## config.mk

```make
export PLATFORM = sky130hd
export DESIGN_NAME = fetch_mem_arbiter
export DESIGN_NICKNAME = d
export VERILOG_FILES = /design/src/rtl/fetch_mem_arbiter.sv
export SDC_FILE = /design/constraint.sdc
export NUM_CORES = 1
export LEC_CHECK = 0
export ABC_AREA = 1
export CAP_MARGIN = 20
export CORE_ASPECT_RATIO = 0.5
export CORE_MARGIN = 5
export CORE_UTILIZATION = 52
export DETAILED_ROUTE_END_ITERATION = 16
export PLACE_DENSITY_LB_ADDON = 0.1
export SYNTH_ARGS = -nofsm -noshare
export SYNTH_HDL_FRONTEND = slang
export SYNTH_SLANG_ARGS = --single-unit
```

## constraint.sdc

```tcl
create_clock -name clk -period 3.7 [get_ports clk]
set_input_delay 0.74 -clock clk [delete_from_list [all_inputs] [get_ports clk]]
set_output_delay 0.74 -clock clk [all_outputs]
set_load 0.02 [all_outputs]
```

## src/rtl/fetch_mem_arbiter.sv

```systemverilog
// Two-port round-robin arbiter that serialises 32-bit big-endian word transfers
// onto a byte-wide single-port instruction memory (fetch reads, loader read/write).
module fetch_mem_arbiter #(
  parameter int ADDR_W = 7
) (
  input  logic              clk,
  input  logic              rst_n,
  input  logic              f_req,
  input  logic [ADDR_W-1:0] f_addr,
  output logic              f_gnt,
  output logic              f_valid,
  output logic [31:0]       f_rdata,
  input  logic              l_req,
  input  logic              l_we,
  input  logic [ADDR_W-1:0] l_addr,
  input  logic [31:0]       l_wdata,
  output logic              l_gnt,
  output logic              l_done,
  output logic [31:0]       l_rdata,
  output logic [ADDR_W-1:0] mem_addr,
  output logic              mem_we,
  output logic [7:0]        mem_wdata,
  input  logic [7:0]        mem_rdata,
  output logic              busy
);

  typedef enum logic [1:0] {
    IDLE = 2'd0,
    XFER = 2'd1,
    CAPT = 2'd2,
    DONE = 2'd3
  } state_t;

  state_t            state_r;
  logic [1:0]        beat_r;
  logic [ADDR_W-1:0] base_r;
  logic              we_r;
  logic              sel_loader_r;
  logic              last_loader_r;
  logic [31:0]       wdata_r;
  logic [23:0]       shift_r;
  logic [31:0]       f_rdata_r;
  logic [31:0]       l_rdata_r;
  logic              f_valid_r;
  logic              l_done_r;
  logic              grant_f_s;
  logic              grant_l_s;
  logic              in_xfer_s;

  // Big-endian byte lane for a given beat: beat 0 is the most significant byte.
  function automatic logic [7:0] byte_of(input logic [31:0] word, input logic [1:0] beat);
    logic [7:0] b;
    case (beat)
      2'd0:    b = word[31:24];
      2'd1:    b = word[23:16];
      2'd2:    b = word[15:8];
      2'd3:    b = word[7:0];
      default: b = 8'h00;
    endcase
    return b;
  endfunction

  // Arbitration: only in IDLE and out of reset; a tie goes to the port not served last.
  always_comb begin
    grant_f_s = 1'b0;
    grant_l_s = 1'b0;
    if (rst_n && (state_r == IDLE)) begin
      if (f_req && (!l_req || last_loader_r)) begin
        grant_f_s = 1'b1;
      end else if (l_req) begin
        grant_l_s = 1'b1;
      end else begin
        grant_f_s = 1'b0;
      end
    end else begin
      grant_f_s = 1'b0;
    end
  end

  // Transfer sequencer: latches the request at grant, walks four beats, assembles read data.
  always_ff @(posedge clk or negedge rst_n) begin
    if (!rst_n) begin
      state_r       <= IDLE;
      beat_r        <= 2'd0;
      base_r        <= {ADDR_W{1'b0}};
      we_r          <= 1'b0;
      sel_loader_r  <= 1'b0;
      last_loader_r <= 1'b1;
      wdata_r       <= 32'h0000_0000;
      shift_r       <= 24'h00_0000;
      f_rdata_r     <= 32'h0000_0000;
      l_rdata_r     <= 32'h0000_0000;
      f_valid_r     <= 1'b0;
      l_done_r      <= 1'b0;
    end else begin
      f_valid_r <= 1'b0;
      l_done_r  <= 1'b0;
      case (state_r)
        IDLE: begin
          beat_r <= 2'd0;
          if (grant_f_s || grant_l_s) begin
            state_r       <= XFER;
            base_r        <= grant_l_s ? {l_addr[ADDR_W-1:2], 2'b00} : {f_addr[ADDR_W-1:2], 2'b00};
            we_r          <= grant_l_s & l_we;
            wdata_r       <= l_wdata;
            sel_loader_r  <= grant_l_s;
            last_loader_r <= grant_l_s;
          end
        end
        XFER: begin
          // Memory returns data one cycle late, so beat k's byte lands while beat k+1 is driven.
          if (beat_r != 2'd0) begin
            shift_r <= {shift_r[15:0], mem_rdata};
          end
          beat_r <= beat_r + 2'd1;
          if (beat_r == 2'd3) begin
            state_r <= CAPT;
          end
        end
        CAPT: begin
          state_r   <= DONE;
          f_valid_r <= ~sel_loader_r;
          l_done_r  <= sel_loader_r;
          if (!we_r) begin
            if (sel_loader_r) begin
              l_rdata_r <= {shift_r, mem_rdata};
            end else begin
              f_rdata_r <= {shift_r, mem_rdata};
            end
          end
        end
        DONE: begin
          state_r <= IDLE;
        end
        default: begin
          state_r <= IDLE;
        end
      endcase
    end
  end

  assign in_xfer_s = (state_r == XFER);
  assign f_gnt     = grant_f_s;
  assign l_gnt     = grant_l_s;
  assign f_valid   = f_valid_r;
  assign l_done    = l_done_r;
  assign f_rdata   = f_rdata_r;
  assign l_rdata   = l_rdata_r;
  assign busy      = (state_r != IDLE);
  assign mem_addr  = in_xfer_s ? (base_r + {{(ADDR_W-2){1'b0}}, beat_r}) : {ADDR_W{1'b0}};
  assign mem_we    = in_xfer_s & we_r;
  assign mem_wdata = (in_xfer_s & we_r) ? byte_of(wdata_r, beat_r) : 8'h00;

endmodule

```

# Word-level counts from Yosys, hierarchy flattened
# Cells that the tools add are included.
dict set report totals {
  regBits 136
  in_bits 59
  output_inout_bits 85
}
dict set report classes {
  n_addsub 2
  eq_ne 8
  mux 15
  bitwise 4
  reduce_logical 15
}
# op n
set op_table {}
lappend op_table {{$pmux W8 S4} 1}
lappend op_table {{$mux W7} 2}
lappend op_table {{$eq A2 B2 Y1 const B} 4}
lappend op_table {{$mux W8} 1}
lappend op_table {{$pmux W2 S4} 1}
lappend op_table {{$add A7 B2 Y7} 1}
lappend op_table {{$mux W1} 7}
lappend op_table {{$reduce_and A2 Y1} 3}
lappend op_table {{$reduce_and A3 Y1} 2}
lappend op_table {{$reduce_bool A2 Y1} 3}
lappend op_table {{$eq A2 B1 Y1 const B} 2}
lappend op_table {{$logic_not A2 Y1} 2}
lappend op_table {{$mux W2} 2}
lappend op_table {{$ne A2 B1 Y1 const B} 2}
lappend op_table {{$pmux W2 S2} 1}
lappend op_table {{$add A2 B1 Y2 const B} 1}
lappend op_table {{$and A1 B1 Y1} 2}
lappend op_table {{$logic_and A1 B1 Y1} 2}
lappend op_table {{$logic_or A1 B1 Y1} 2}
lappend op_table {{$not A1 Y1} 2}
lappend op_table {{$logic_not A1 Y1} 1}

# Longest topological paths before layout
dict set report depth {
  ltp_word 8
  mapped_depth 10
  depth_no_buf 9
}

# Worst setup path after synthesis
# Ideal clock, no wire load.
dict set report synth_timing {
  path_kind {flip-flop to output port}
  from {reg state_r[1]}
  to {out mem_wdata[0]}
  arrival_time_ns 1.634
  required_time_ns 2.960
  path_slack_ns 1.326
  stages_incl_launch_ff 8
  n_path_buf 1
  cell_sequence {dfrtp_1 inv_1 ha_1 buf_2 nand2_1 inv_1 o21ai_0 a31oi_1}
}
dict set report synth_via {
  elab_chain_cells 3
}
# item line
set synth_lines {}
lappend synth_lines {{start, declared} 34} ;# state_t state_r;
lappend synth_lines {{start signal, assigned} 83} ;# state_r <= IDLE;
lappend synth_lines {{start signal, assigned} 102} ;# state_r <= XFER;
lappend synth_lines {{start signal, assigned} 117} ;# state_r <= CAPT;
lappend synth_lines {{$eq A2 B1 Y1} 142} ;# assign in_xfer_s = (state_r == XFER);
lappend synth_lines {{$and A1 B1 Y1} -}
lappend synth_lines {{net mem_we} 21} ;# output logic mem_we,
lappend synth_lines {{$mux W8} 152} ;# assign mem_wdata = (in_xfer_s & we_r) ? byte_of(wdata_r, beat_r) : 8'h00;
lappend synth_lines {{end, declared} 22} ;# output logic [7:0] mem_wdata,
# The timed path passes the listed nets, and every way through them passes these cells.

# Worst setup path after layout
dict set report layout_timing {
  from {reg state_r[1]}
  to {out mem_wdata[1]}
}
dict set report layout_via {
  elab_chain_cells 3
}
# item line
set layout_lines {}
lappend layout_lines {{$eq A2 B1 Y1} 142}
lappend layout_lines {{$and A1 B1 Y1} 152}
lappend layout_lines {{$mux W8} 152}
# No other way between the ends.

==> run metrics <==
Final Cycle Share 89.4%; post-synthesis sequential area ratio 60.8%; Avg WL per Cell 15.1 um; clk slew on worst S/H paths 0.06 ns; setup bufs post-CTS 0; area grow syn2layout 37.4%; Final Hold Vio Count 0; Initial DRC Count 273; post-route DRC violation count 0; CTS tree built; clock buffer count from CTS 17; pre-CTS WS 0.494 ns; CP Capture Type primary output; largest net degree at the start of global routing 71; Slew headroom 42.1%; fin crit period 3.31 ns; first-pass GRT wire length 22600 um; Root Driver clkbuf_16; post-route setup slack 0.394 ns; Yosys cell types 24; Fin Setup TNS 0 ns; post-synthesis cell area 5520 um^2; Ant. Diodes 0; Crit path top cell by count inv_1; die footprint 12900 um^2; cts hold-fix bufs 0; DR pass1 iterations 4; Hold/Removal Path Class register to register; top cells by area, synth dfrtp_1 60%, nand2_1 13%, o21ai_0 8.5%; GRT overflow 0; Max Root-Sink Buffers 2; slowest cell on the critical path clkdlybuf4s50_1; GP Congestion 0.764; Clock Sinks 134; initial antenna violation count 0; # H-tree levels 4; final WL 13500 um; LEAKAGE 3.66 nW; outcome finished, final reports clean; RSZ-0062 raised after global routing no; CP max FO 12; post-DP HPWL 8660 um; fin. max-slew vios 0; vias in the first global route 4466; Fin Clk Skew 0.0117 ns; row count 26; Max stage delay on crit path 0.66 ns; Routed Antenna Nets 0; Initial Util 53.7%; max-cap violations 0; Critical Path Start Type register; area leader, netlist dfrtp_1; overall routing resource usage 21.5%; I/O pin count 144; PwrDens 904 nW/um^2; DR vias 4475; worst vdd rail ir drop 0.539 mV; fraction of layout cells with a size suffix above 1 7.35%; CTS resizes 0; via/cell ratio 5.04; syn_nets 670; Yosys reg bits 134; Post-Syn Instances 603; nets 802; Worst-Skew Late Latency 0.41 ns; CP Data Required Time 2.96 ns; post-synth top area share 60.3%; CP Data Arrival Time 2.57 ns; Least-Margin Pin Slew 0.869 ns; Core ar. 10300 um^2; final setup violation count 0; synthesis warning total 0; syn avg cell area 9.15 um^2; Worst Path Class, Setup register to primary output; port buffer count 139; Fmax 302 MHz; die height 82.9 um; Die W 156 um; CP cell instances inv_1, ha_1, buf_4, nand2_1, inv_1, o21ai_0, a31oi_1, clkdlybuf4s50_1
-- final timing paths --
path | from | endpoint | slack, ns | cells after the start
max | state_r[1] | mem_wdata[1] | 0.39 | 8
min | l_rdata[1] | l_rdata[1] | 0.48 | 2
max reg2reg | state_r[0] | wdata_r[13] | 1.49 | 9
min reg2reg | l_rdata[1] | l_rdata[1] | 0.48 | 2
max in group asynchronous | rst_n | l_rdata[19] | 1.82 | 3
min in group asynchronous | rst_n | beat_r[0] | 0.51 | 2
-- cell type report --
class / count / area, um^2
well taps: 140 / 175
multi-input cells: 378 / 1760
inverters: 58 / 218
fillers: 777 / 2690
repair buffers: 146 / 1480
flip-flops and latches: 134 / 3350
clock buffers: 18 / 429
clock inverters: 14 / 175
-- layout by cell type, fill, tap and decap left out, drive strengths merged --
cell,instances
a21oi,8
a22o,1
a31oi,8
buf,8
bufinv,3
clkbuf,18
clkdlybuf4s50,138
clkinv,7
dfrtp,133
dfstp,1
ha,8
inv,62
nand2,197
nand3,51
nor2,3
o21ai,100
or2,2
-- logic make-up after synthesis --
logic type	count (synthesis)	share of synthesized area [%]
AND/OR/NAND/NOR	253	19.2
flip-flops	134	60.8
AO/OA/AOI/OAI	117	10.9
buffers and inverters	91	7.39
adder cells (fa/ha/maj)	8	1.81
-- through the flow --
step | cells | area (um^2) | power, W | util, % | hold slack [ns]
floorplan | 603 | 5520 | 0.00401 | - | 0.442
global placement | 854 | 6940 | 0.00503 | 67.5 | 0.466
detailed placement | 854 | 6940 | 0.00510 | 67.5 | 0.464
CTS | 886 | 7540 | 0.00687 | 73.3 | 0.479
global route | 888 | 7590 | 0.00733 | 73.8 | 0.508
finish | 888 | 7590 | 0.00686 | 73.8 | 0.484
-- report_power, final --
group          total [W]  switching, W  internal (W)  leakage [nW]
logic            0.00264       0.00153       0.00111          1.67
clock network    0.00173      0.000658       0.00107         0.299
registers        0.00249      0.000364       0.00212          1.69
-- metal layers --
metal	track usage [%]	vias up	wire, um
met4	5.08	0	119
met2	33.1	152	6140
met1	30.2	2114	6070
li1	-	2196	-
met3	6.44	13	1130
met5	0	-	0
-- cells in the mapped netlist --
| library cell | number |
|---|---|
| a21oi_1 | 8 |
| a22o_1 | 1 |
| a31oi_1 | 8 |
| buf_1 | 3 |
| buf_2 | 5 |
| buf_4 | 4 |
| buf_6 | 6 |
| clkbuf_1 | 15 |
| dfrtp_1 | 133 |
| dfstp_2 | 1 |
| ha_1 | 8 |
| inv_1 | 54 |
| inv_2 | 4 |
| nand2_1 | 192 |
| nand2_2 | 5 |
| nand3_1 | 49 |
| nand3_2 | 1 |
| nand3_4 | 1 |
| nor2_1 | 1 |
| nor2_2 | 1 |
| nor2_4 | 1 |
| o21ai_0 | 94 |
| o21ai_1 | 6 |
| or2_2 | 2 |
-- worst max-delay path: cells and delay by family, from the launching register on --
kind | cells | cell delay, ns
AO/OA/AOI/OAI | 2 | 0.41
flip-flops | 1 | 0.39
AND/OR/NAND/NOR | 1 | 0.06
adder cells (fa/ha/maj) | 1 | 0.15
buffers and inverters | 4 | 1.14
-- registers in the layout, indices dropped and copies added (netlist names) --
signal,flops
last_loader_r,1
f_valid,1
state_r,2
sel_loader_r,1
beat_r,2
shift_r,24
f_rdata,32
wdata_r,32
l_done,1
base_r,5
we_r,1
l_rdata,32
No activity file was read; power rests on OpenSTA's default activity.
